$ cat config.mk
export PLATFORM = sky130hd
export DESIGN_NAME = add_sub_seq_flat
export DESIGN_NICKNAME = d
export VERILOG_FILES = /design/src/rtl/add_sub_seq_pkg.sv /design/src/rtl/add_sub_seq_if.sv /design/src/rtl/add_sub_seq_add_slice.sv /design/src/rtl/add_sub_seq.sv /design/src/flat_wrapper.sv
export SDC_FILE = /design/constraint.sdc
export NUM_CORES = 1
export LEC_CHECK = 0
export CAP_MARGIN = 20
export CORE_MARGIN = 2
export CORE_UTILIZATION = 50
export DETAILED_ROUTE_END_ITERATION = 8
export HOLD_SLACK_MARGIN = 0.15
export PLACE_DENSITY = 0.87
export RECOVER_POWER = 100
export REMOVE_ABC_BUFFERS = 1
export SYNTH_ARGS = -nofsm -noshare
export SYNTH_HDL_FRONTEND = slang
export SYNTH_HIERARCHICAL = 1
export SYNTH_SLANG_ARGS = --single-unit
export TNS_END_PERCENT = 1
$ cat constraint.sdc
create_clock -name clock -period 12.3 [get_ports clock]
set_clock_uncertainty 0.2 [all_clocks]
set_input_delay 1.23 -clock clock [delete_from_list [all_inputs] [get_ports clock]]
set_output_delay 1.23 -clock clock [all_outputs]
set_load 0.005 [all_outputs]
$ cat src/rtl/add_sub_seq_pkg.sv
// rtl/add_sub_seq_pkg.sv - shared definitions for the sliced adder/subtractor
// Purpose: FSM state encoding, operation-select constant and an index-width helper.
package add_sub_seq_pkg;

  typedef enum logic {
    IDLE = 1'b0,
    RUN  = 1'b1
  } state_e;

  // Value of the sub input that selects A - B.
  localparam logic OP_SUB = 1'b1;

  // Slice index needs at least one bit even for a single-slice build.
  function automatic int idx_width(input int n);
    return (n > 1) ? $clog2(n) : 1;
  endfunction

endpackage

$ cat src/rtl/add_sub_seq_if.sv
// rtl/add_sub_seq_if.sv - operand/result bus for the sliced adder/subtractor
// Purpose: groups the start/busy/done handshake, operands and result flags.
// Ports (signals): start, sub, cin, A, B (requester -> unit);
//                  busy, done, result, cout, ovf, zero, neg (unit -> requester).
interface add_sub_seq_if #(
  parameter int WIDTH = 32
);

  logic             start;
  logic             sub;
  logic             cin;
  logic [WIDTH-1:0] A;
  logic [WIDTH-1:0] B;
  logic             busy;
  logic             done;
  logic [WIDTH-1:0] result;
  logic             cout;
  logic             ovf;
  logic             zero;
  logic             neg;

  modport master (
    output start, sub, cin, A, B,
    input  busy, done, result, cout, ovf, zero, neg
  );

  modport slave (
    input  start, sub, cin, A, B,
    output busy, done, result, cout, ovf, zero, neg
  );

endinterface

$ cat src/rtl/add_sub_seq_add_slice.sv
// rtl/add_sub_seq_add_slice.sv - combinational SLICE-bit ripple adder
// Purpose: one slice of the multi-cycle add; carry ripples bit by bit.
// Ports: a, b (slice operands), ci (carry in), s (slice sum), co (carry out).
module add_slice #(
  parameter int SLICE = 8
) (
  input  logic [SLICE-1:0] a,
  input  logic [SLICE-1:0] b,
  input  logic             ci,
  output logic [SLICE-1:0] s,
  output logic             co
);

  logic c;

  always_comb begin
    s = '0;
    c = ci;
    for (int i = 0; i < SLICE; i++) begin
      s[i] = a[i] ^ b[i] ^ c;
      c    = (a[i] & b[i]) | (c & (a[i] ^ b[i]));
    end
    co = c;
  end

endmodule

$ cat src/rtl/add_sub_seq.sv
// rtl/add_sub_seq.sv - multi-cycle adder/subtractor, SLICE bits per clock
// Purpose: computes A + B + cin or A - B over WIDTH/SLICE clocks, LSB slice first,
//          and reports result with carry, signed overflow, zero and negative flags.
// Ports: clock (rising edge), clear (synchronous active-high reset),
//        bus (slave side of add_sub_seq_if: start/sub/cin/A/B in,
//        busy/done/result/cout/ovf/zero/neg out).
module add_sub_seq
  import add_sub_seq_pkg::*;
#(
  parameter int WIDTH = 32,
  parameter int SLICE = 8
) (
  input  logic         clock,
  input  logic         clear,
  add_sub_seq_if.slave bus
);

  // Guarded so that a bad parameter set still elaborates far enough to report.
  localparam int SL    = (SLICE > 0) ? SLICE : 1;
  localparam int N     = (SLICE > 0) ? (WIDTH / SLICE) : 1;
  localparam int IDX_W = idx_width(N);

  if ((SLICE == 0) || ((WIDTH % SL) != 0)) begin : g_bad_params
    $error("add_sub_seq: WIDTH (%0d) must be a nonzero multiple of SLICE (%0d)", WIDTH, SLICE);
  end

  state_e           state_q;
  logic [WIDTH-1:0] a_q;
  logic [WIDTH-1:0] b_q;      // already inverted for subtraction
  logic [WIDTH-1:0] acc_q;
  logic [WIDTH-1:0] acc_d;
  logic             carry_q;
  logic [IDX_W-1:0] idx_q;

  logic             busy_q;
  logic             done_q;
  logic [WIDTH-1:0] result_q;
  logic             cout_q;
  logic             ovf_q;
  logic             zero_q;
  logic             neg_q;

  logic [SL-1:0]    a_sl;
  logic [SL-1:0]    b_sl;
  logic [SL-1:0]    s_sl;
  logic             co_sl;
  logic             last_slice;

  // One adder shared by all slices; the index register picks the operand slice.
  assign a_sl = a_q[idx_q*SL +: SL];
  assign b_sl = b_q[idx_q*SL +: SL];

  add_slice #(.SLICE(SL)) u_add_slice (
    .a  (a_sl),
    .b  (b_sl),
    .ci (carry_q),
    .s  (s_sl),
    .co (co_sl)
  );

  // Accumulator with the current slice merged in, so the completion edge can
  // publish the full result without waiting another cycle.
  always_comb begin
    acc_d                  = acc_q;
    acc_d[idx_q*SL +: SL]  = s_sl;
  end

  assign last_slice = (idx_q == IDX_W'(N - 1));

  always_ff @(posedge clock) begin
    if (clear) begin
      state_q  <= IDLE;
      a_q      <= '0;
      b_q      <= '0;
      acc_q    <= '0;
      carry_q  <= 1'b0;
      idx_q    <= '0;
      busy_q   <= 1'b0;
      done_q   <= 1'b0;
      result_q <= '0;
      cout_q   <= 1'b0;
      ovf_q    <= 1'b0;
      zero_q   <= 1'b0;
      neg_q    <= 1'b0;
    end else begin
      done_q <= 1'b0;
      case (state_q)
        IDLE: begin
          // Also reached in the done cycle, which gives back-to-back issue.
          if (bus.start) begin
            a_q     <= bus.A;
            b_q     <= (bus.sub == OP_SUB) ? ~bus.B : bus.B;
            carry_q <= (bus.sub == OP_SUB) ? 1'b1 : bus.cin;
            acc_q   <= '0;
            idx_q   <= '0;
            busy_q  <= 1'b1;
            state_q <= RUN;
          end
        end
        RUN: begin
          acc_q   <= acc_d;
          carry_q <= co_sl;
          idx_q   <= idx_q + 1'b1;
          if (last_slice) begin
            result_q <= acc_d;
            cout_q   <= co_sl;
            // Signed overflow: operands agree in sign but the sum does not.
            ovf_q    <= (a_q[WIDTH-1] == b_q[WIDTH-1]) && (acc_d[WIDTH-1] != a_q[WIDTH-1]);
            zero_q   <= (acc_d == '0);
            neg_q    <= acc_d[WIDTH-1];
            done_q   <= 1'b1;
            busy_q   <= 1'b0;
            state_q  <= IDLE;
          end
        end
        default: state_q <= IDLE;
      endcase
    end
  end

  assign bus.busy   = busy_q;
  assign bus.done   = done_q;
  assign bus.result = result_q;
  assign bus.cout   = cout_q;
  assign bus.ovf    = ovf_q;
  assign bus.zero   = zero_q;
  assign bus.neg    = neg_q;

endmodule

$ cat src/flat_wrapper.sv
// flat-port wrapper written by rule: the top's interface ports become plain ports
module add_sub_seq_flat import add_sub_seq_pkg::*;
#(
  parameter int WIDTH = 32,
  parameter int SLICE = 8
)
  (clock, clear, bus_start, bus_sub, bus_cin, bus_A, bus_B, bus_busy, bus_done, bus_result, bus_cout, bus_ovf, bus_zero, bus_neg);
  add_sub_seq_if #(.WIDTH(WIDTH)) bus_i ();
  input  logic clock;
  input  logic clear;
  input wire logic [$bits(bus_i.start)-1:0] bus_start;
  input wire logic [$bits(bus_i.sub)-1:0] bus_sub;
  input wire logic [$bits(bus_i.cin)-1:0] bus_cin;
  input wire logic [$bits(bus_i.A)-1:0] bus_A;
  input wire logic [$bits(bus_i.B)-1:0] bus_B;
  output wire logic [$bits(bus_i.busy)-1:0] bus_busy;
  output wire logic [$bits(bus_i.done)-1:0] bus_done;
  output wire logic [$bits(bus_i.result)-1:0] bus_result;
  output wire logic [$bits(bus_i.cout)-1:0] bus_cout;
  output wire logic [$bits(bus_i.ovf)-1:0] bus_ovf;
  output wire logic [$bits(bus_i.zero)-1:0] bus_zero;
  output wire logic [$bits(bus_i.neg)-1:0] bus_neg;
  assign bus_i.start = bus_start;
  assign bus_i.sub = bus_sub;
  assign bus_i.cin = bus_cin;
  assign bus_i.A = bus_A;
  assign bus_i.B = bus_B;
  assign bus_busy = bus_i.busy;
  assign bus_done = bus_i.done;
  assign bus_result = bus_i.result;
  assign bus_cout = bus_i.cout;
  assign bus_ovf = bus_i.ovf;
  assign bus_zero = bus_i.zero;
  assign bus_neg = bus_i.neg;
  add_sub_seq #(.WIDTH(WIDTH), .SLICE(SLICE)) u_core (.clock(clock), .clear(clear), .bus(bus_i));
endmodule
* Word level (Yosys, flattened, before mapping) *
Index checks and enable logic that the tools add are counted.

storage, ports and cells
  flip-flop bits (word level) = 138
  latch bits = 0
  bits in writable memories = 0
  bits in read-only memories = 0
  memories = 0

cells by class
  $add $sub $neg = 2
  multiply operators = 0
  divide/modulo/power cells = 0
  magnitude comparators = 0
  equal/unequal tests = 5
  shift-type cells = 4
  multiplexer cells = 16
  bitwise gates (word level) = 42
  reduce and logical (&&, ||, !) cells = 6

operator list
  operator                                                count
  two-way mux 32 bit                                      2
  one-hot mux 32 bit (2 select lines)                     1
  variable part select 32 x 6 -> 8 bit                    2
  negation 5 -> 34 bit                                    1
  variable shift 8 x 34 -> 32 bit (first input constant)  1
  variable part select 8 x 34 -> 32 bit                   1
  bitwise mux 32 bit                                      1
  logical NOT 32 bit                                      1
  inverter 32 bit                                         1
  bitwise AND 1 bit                                       16
  XOR 1 bit                                               16
  OR 1 bit                                                8
  two-way mux 1 bit                                       7
  one-hot mux 1 bit (2 select lines)                      3
  AND reduction 2 bit                                     3
  != test 2 bit (second input constant)                   2
  one-hot mux 2 bit (2 select lines)                      1
  adder 2 x 1 -> 2 bit (second input constant)            1
  == test 2 bit (second input constant)                   1
  two-way mux 2 bit                                       1
  OR reduction 2 bit                                      1
  == test 1 bit                                           1
  logical AND 1 bit                                       1
  != test 1 bit                                           1
  inverter 1 bit                                          1

* Depth between registers and ports, before layout *
  depth after elaboration = 21
  gate-level depth with buffers = 20
  mapped depth without buffers = 18

* Hierarchy *
Netlist, hierarchy kept.

by module, submodules not included
  module       times used  cells each  area an instance (um2)
  add_sub_seq  1           665         5989.5
  add_slice    1           18          197.7

* Least setup slack after synthesis *
Ideal clock, no wire load.

  kind = reg2reg
  start point = register u_core.idx_q[0]
  end point = register u_core.zero_q, in the netlist u_core/bus.zero
  setup time = 0.117 ns
  arrival time = 5.548 ns
  required time = 11.983 ns
  setup slack = 6.435 ns
  stages on the path, launching flop included = 21
  buffers on the path = 2
  path through = dfxtp_1 > buf_2 > buf_2 > mux4_2 > fa_1 > inv_1 > fa_1 > inv_1 > fa_1 > fa_1 > fa_1 > fa_1 > fa_1 > inv_1 > fa_1 > inv_1 > inv_1 > o32ai_4 > nor3_1 > and4_1 > a32o_1

on the way
  longest elaborated chain between the ends = 20
  elaborated cells between the ends (all ways) = 46
  those cells by class = 1 x add/sub; 1 x eq/ne; 4 x shift; 1 x mux; 37 x bitwise; 2 x reduce/logical

ends and longest elaborated chain
  what                                     RTL line                     RTL
  from (decl)                              add_sub_seq.sv:33            logic [IDX_W-1:0] idx_q;
  from (signal assigned)                   add_sub_seq.sv:103           idx_q <= idx_q + 1'b1;
  variable part select 32 x 6 -> 8 bit *   add_sub_seq.sv:50            assign a_sl = a_q[idx_q*SL +: SL];
  net u_core.a_sl[0]                       add_sub_seq.sv:43            logic [SL-1:0] a_sl;
  XOR 1 bit                                add_sub_seq_add_slice.sv:21  c = (a[i] & b[i]) | (c & (a[i] ^ b[i]));
  bitwise AND 1 bit                        add_sub_seq_add_slice.sv:21
  OR 1 bit *                               add_sub_seq_add_slice.sv:21
  bitwise AND 1 bit *                      add_sub_seq_add_slice.sv:21
  OR 1 bit *                               add_sub_seq_add_slice.sv:21
  bitwise AND 1 bit *                      add_sub_seq_add_slice.sv:21
  (+6 left out)                            -
  OR 1 bit *                               add_sub_seq_add_slice.sv:21
  bitwise AND 1 bit *                      add_sub_seq_add_slice.sv:21
  OR 1 bit *                               add_sub_seq_add_slice.sv:21
  XOR 1 bit *                              add_sub_seq_add_slice.sv:20  s[i] = a[i] ^ b[i] ^ c;
  net u_core.s_sl[7]                       add_sub_seq.sv:45            logic [SL-1:0] s_sl;
  variable part select 8 x 34 -> 32 bit *  add_sub_seq.sv:65            acc_d[idx_q*SL +: SL] = s_sl;
  bitwise mux 32 bit *                     add_sub_seq.sv:65
  logical NOT 32 bit *                     add_sub_seq.sv:109           zero_q <= (acc_d == '0);
  to (signal assigned)                     add_sub_seq.sv:109
  to (decl)                                add_sub_seq.sv:40            logic zero_q;

Mark *: on every way through the listed nets, which the timed path passes. The rest lies on a longest branch.
A chain may end at the register's enable or synchronous reset.

* Worst setup path after layout *
  start point = input bus_start
  end point = register u_core.a_q[25]

on the way
  longest elaborated chain between the ends = 1

ends and longest elaborated chain
  what                                  RTL line            RTL
  from (decl)                           flat_wrapper.sv:11  input wire logic [$bits(bus_i.start)-1:0] bus_start;
  AND reduction 2 bit (no source line)  -
  to (signal assigned)                  add_sub_seq.sv:91   a_q <= bus.A;
  to (decl)                             add_sub_seq.sv:28   logic [WIDTH-1:0] a_q;

No other way between the ends.

==> summary.txt <==
CELLS AND AREA
--------------------------------------------------------------------------------------------------
Share of final-layout standard cells stronger than drive strength 1 .................       0.0815
Final cell count without fillers ....................................................          941
Final net count .....................................................................          843
Top library cells by usage in the layout, fill and taps aside ....................... 136 x dfxtp_1, 86 x nand2_1, 77 x a21oi_1
Number of antenna repair diodes .....................................................            0
Layout overhead on the synthesized area .............................................        28.8%
Most common cell after layout, fill and taps aside ..................................      dfxtp_1

SYNTH
--------------------------------------------------------------------------------------------------
YS warnings .........................................................................            6
Area contributors post-synth ........................................................ dfxtp_1 44%, a21oi_1 6.2%, mux4_2 5.8%, nand2_1 5.2%, a22o_1 4.5%
Top flip-flop cell by instance count after synthesis ................................      dfxtp_1
Gate Count Post-Synth ...............................................................          683
Synthesized flop and latch total ....................................................          137
Library cell occupying the most area in the post-synthesis netlist ..................      dfxtp_1
Sequential element share of the synthesized area ....................................        0.443
Number of synthesized flops with an enable pin ......................................            0
Proportion of netlist area held by the largest area contributor .....................        0.443
Cell area after synthesis ........................................................... 0.00619 mm^2
Post-synth cell types ...............................................................           45
Async S/R FF share, synth ...........................................................            0
Average size of a mapped cell .......................................................    9.06 um^2

GLOBAL ROUTE
--------------------------------------------------------------------------------------------------
Largest net degree at the start of global routing ...................................           97
Total global routing track utilization ..............................................        0.248
Number of antenna violations at the first check in global routing ...................            0
Via count of the first global-routing pass ..........................................         5384
Total congestion overflow ...........................................................            0
Global-route wire length before repair ..............................................      25.7 mm

WORST HOLD PATH
--------------------------------------------------------------------------------------------------
Launch instance of the worst min-delay path ......................................... u_core/bus.result[18]
Worst Hold Path EP .................................................................. u_core/bus.result[18]
Class of the worst hold path ........................................................      reg2reg
Number of cells on the worst hold path ..............................................            2

SETUP PATH
--------------------------------------------------------------------------------------------------
Reg-to-Reg End ...................................................................... u_core/bus.zero
Startpoint Class .................................................................... primary input
Path depth of the worst reg2reg path ................................................           18
Cell with the most instances on the worst path ......................................     clkbuf_1
Cell breakdown of the critical path ................................................. dlygate4sd3_1, clkbuf_1, nor2b_1, clkbuf_1, nand2_1, a21oi_1
Critical Path RT ....................................................................     12440 ps
CP endpoint kind ....................................................................     register
Category of the critical setup timing path ..........................................       in2reg
Startpoint of the most critical register-to-register path ........................... u_core/idx_q[0]
Largest fanout of any net on the critical path ......................................           96
Signal arrival time at the worst endpoint ...........................................      6700 ps
Reg-to-reg slack, setup .............................................................      6070 ps
Critical Path Slowest Stage Cell ....................................................     clkbuf_1
Worst path max stage delay ..........................................................      2630 ps

TIMING
--------------------------------------------------------------------------------------------------
Setup TNS after final layout ........................................................         0 ps
Worst max-slew margin expressed relative to the limit ...............................        -1.47
Number of setup violations in the final report ......................................            0
Maximum operating frequency .........................................................      153 MHz
Actual slew at the worst max-slew pin ...............................................      3710 ps
Final hold violations ...............................................................            0
Setup repair after global routing missed its margin .................................        false
Number of pins with negative max-slew slack in the final report .....................          131
Minimum hold slack ..................................................................       254 ps
Period utilisation layout ...........................................................        0.533
Minimum period implied by the final worst setup slack ...............................      6550 ps

DRT
--------------------------------------------------------------------------------------------------
Avg Vias per Cell ...................................................................         5.71
Antenna-violating nets left .........................................................            0
Final wirelength ....................................................................      16.2 mm
Post-route DRC violation count ......................................................            0
Via count ...........................................................................         5374
Detailed Route Iter0 Violations .....................................................          434
First-pass DRT Iterations ...........................................................            5
Wire per inst .......................................................................      17.2 um

PLACED DESIGN
--------------------------------------------------------------------------------------------------
Buffers on Ports ....................................................................          106
Hpwl dp .............................................................................      10.6 mm
Placed cell count ...................................................................          908
Final GP Congestion .................................................................        0.876

CTS
--------------------------------------------------------------------------------------------------
Clock net sink count ................................................................          137
Later-pin clock latency in the skew report ..........................................       420 ps
Max clock buf depth .................................................................            2
Number of cells upsized or downsized after cts ......................................            0
Number of CTS-inserted buffers ......................................................           17
Clock transition time at the flip-flop clock pins of the worst setup and hold paths .        60 ps
CTS H-tree depth ....................................................................            4
CTS tree ............................................................................        built
Setup Fix Bufs, Post-CTS ............................................................            0
Post-CTS Hold Buffers ...............................................................            0
Root buf cell .......................................................................    clkbuf_16

PWR
--------------------------------------------------------------------------------------------------
Power Internal ......................................................................       947 uW
Power per cell area .................................................................  155 mW/mm^2
Part of the total power dissipated in sequential elements ...........................        0.384
Switching Fraction ..................................................................        0.232
Part of the total power dissipated in the clock network .............................        0.496
Leak ................................................................................   0.00298 uW
Worst supply voltage drop on vdd ....................................................    0.0802 mV
Logic gate share of total power .....................................................        0.120
Switching power .....................................................................       285 uW

FLOORPLANNING
--------------------------------------------------------------------------------------------------
Placeable core region ...............................................................  0.0121 mm^2
Die Span Y ..........................................................................       115 um
DIE WIDTH ...........................................................................       115 um
# rows ..............................................................................           40
Die outline area ....................................................................  0.0133 mm^2
Initial Util ........................................................................        0.513
Boundary Pins .......................................................................          107

JOB
--------------------------------------------------------------------------------------------------
Maximum Capacitance Violations ......................................................            2

RUN STATUS
--------------------------------------------------------------------------------------------------
Run status .......................................................................... finished, violations left
Violated checks ..................................................................... capacitance limit, slew limit

[cells by family (layout without fill, tap and decap cells)]
group	count (synthesis)	count (layout)	share of synthesized area
compound gates	184	184	0.197
xor+xnor	32	32	0.0453
fa+ha+maj	14	14	0.0380
buf+inv	82	172	0.0522
flops	137	137	0.443
mux	17	17	0.0599
simple gates	217	217	0.164
[through the flow]
| step | power (uW) | utilization | instance area, um^2 | setup slack, ps |
|---|---|---|---|---|
| floorplan | 560 | - | 5960 | 6350 |
| global placement | 617 | 0.605 | 7290 | 6620 |
| detailed placement | 624 | 0.605 | 7290 | 6430 |
| CTS | 1230 | 0.664 | 8010 | 6340 |
| global route | 1270 | 0.661 | 7970 | 5280 |
| finish | 1230 | 0.661 | 7970 | 5750 |
[synthesized netlist by cell type, types with 2 or more instances]
cell      number
ha_1           6
o21ai_1        5
o32ai_1        3
a32oi_1        4
nor2b_1       10
or3b_2         7
a311oi_1       2
nor2_1        66
xnor2_1       32
nand2_1       86
a32o_1         2
clkbuf_1      44
o21ai_0       14
fa_1           8
buf_1          3
nand2b_1       9
buf_2          9
inv_1         24
a22oi_1        5
a21oi_1       77
a211oi_1      34
nor3_1        12
nor3b_1       12
nor4_1         6
mux4_2        16
a22o_1        32
dfxtp_1      137
[routing by layer]
metal | wire length, um | track usage | share of wire
met1 | 6340 | 0.292 | 0.39
met2 | 8260 | 0.428 | 0.51
met3 | 1190 | 0.0659 | 0.073
met4 | 412 | 0.103 | 0.025
met5 | 0 | 0 | 0
[state kept, by name, indices dropped and copies added (netlist names), 2 cells and up]
signal / flops
u_core/a_q: 32
u_core/acc_q: 32
u_core/b_q: 32
u_core/bus.result: 32
u_core/idx_q: 2
[critical path: cells and delay by family]
| kind | cells | cell delay (ps) |
|---|---|---|
| buffers and inverters | 3 | 4270 |
| and+or+nand+nor | 2 | 830 |
| AOI/OAI and AO/OA | 1 | 270 |
[worst max-delay path by stage]
stage               depth (start not counted)  slack (ps)               to       startpoint
floorplan                                  18        6350  u_core/bus.zero  u_core/idx_q[0]
global placement                           18        6620  u_core/bus.zero  u_core/idx_q[0]
detailed placement                         18        6430  u_core/bus.zero  u_core/idx_q[0]
CTS                                        18        6340  u_core/bus.zero  u_core/idx_q[0]
global route                                6        5280    u_core/a_q[1]        bus_start
finish                                      6        5750   u_core/a_q[25]        bus_start
[final cells by class]
type | count | area [um^2]
Fill cell | 907 | 4090
Multi-Input combinational cell | 464 | 3090
Sequential cell | 137 | 2740
Timing Repair Buffer | 115 | 1110
Clock buffer | 21 | 480
Clock inverter | 11 | 239
Tap cell | 168 | 210
Inverter | 25 | 93.8
[power by group through the flow]
stage | clock network, uW | logic (uW) | registers (uW)
6_report | 612 | 148 | 473
5_1_grt | 637 | 158 | 475
4_1_cts | 615 | 144 | 473
3_5_place_dp | 0 | 142 | 482
3_3_place_gp | 0 | 136 | 481
2_1_floorplan | 0 | 78.5 | 482
Note: power is estimated with default switching activity, not from simulation.
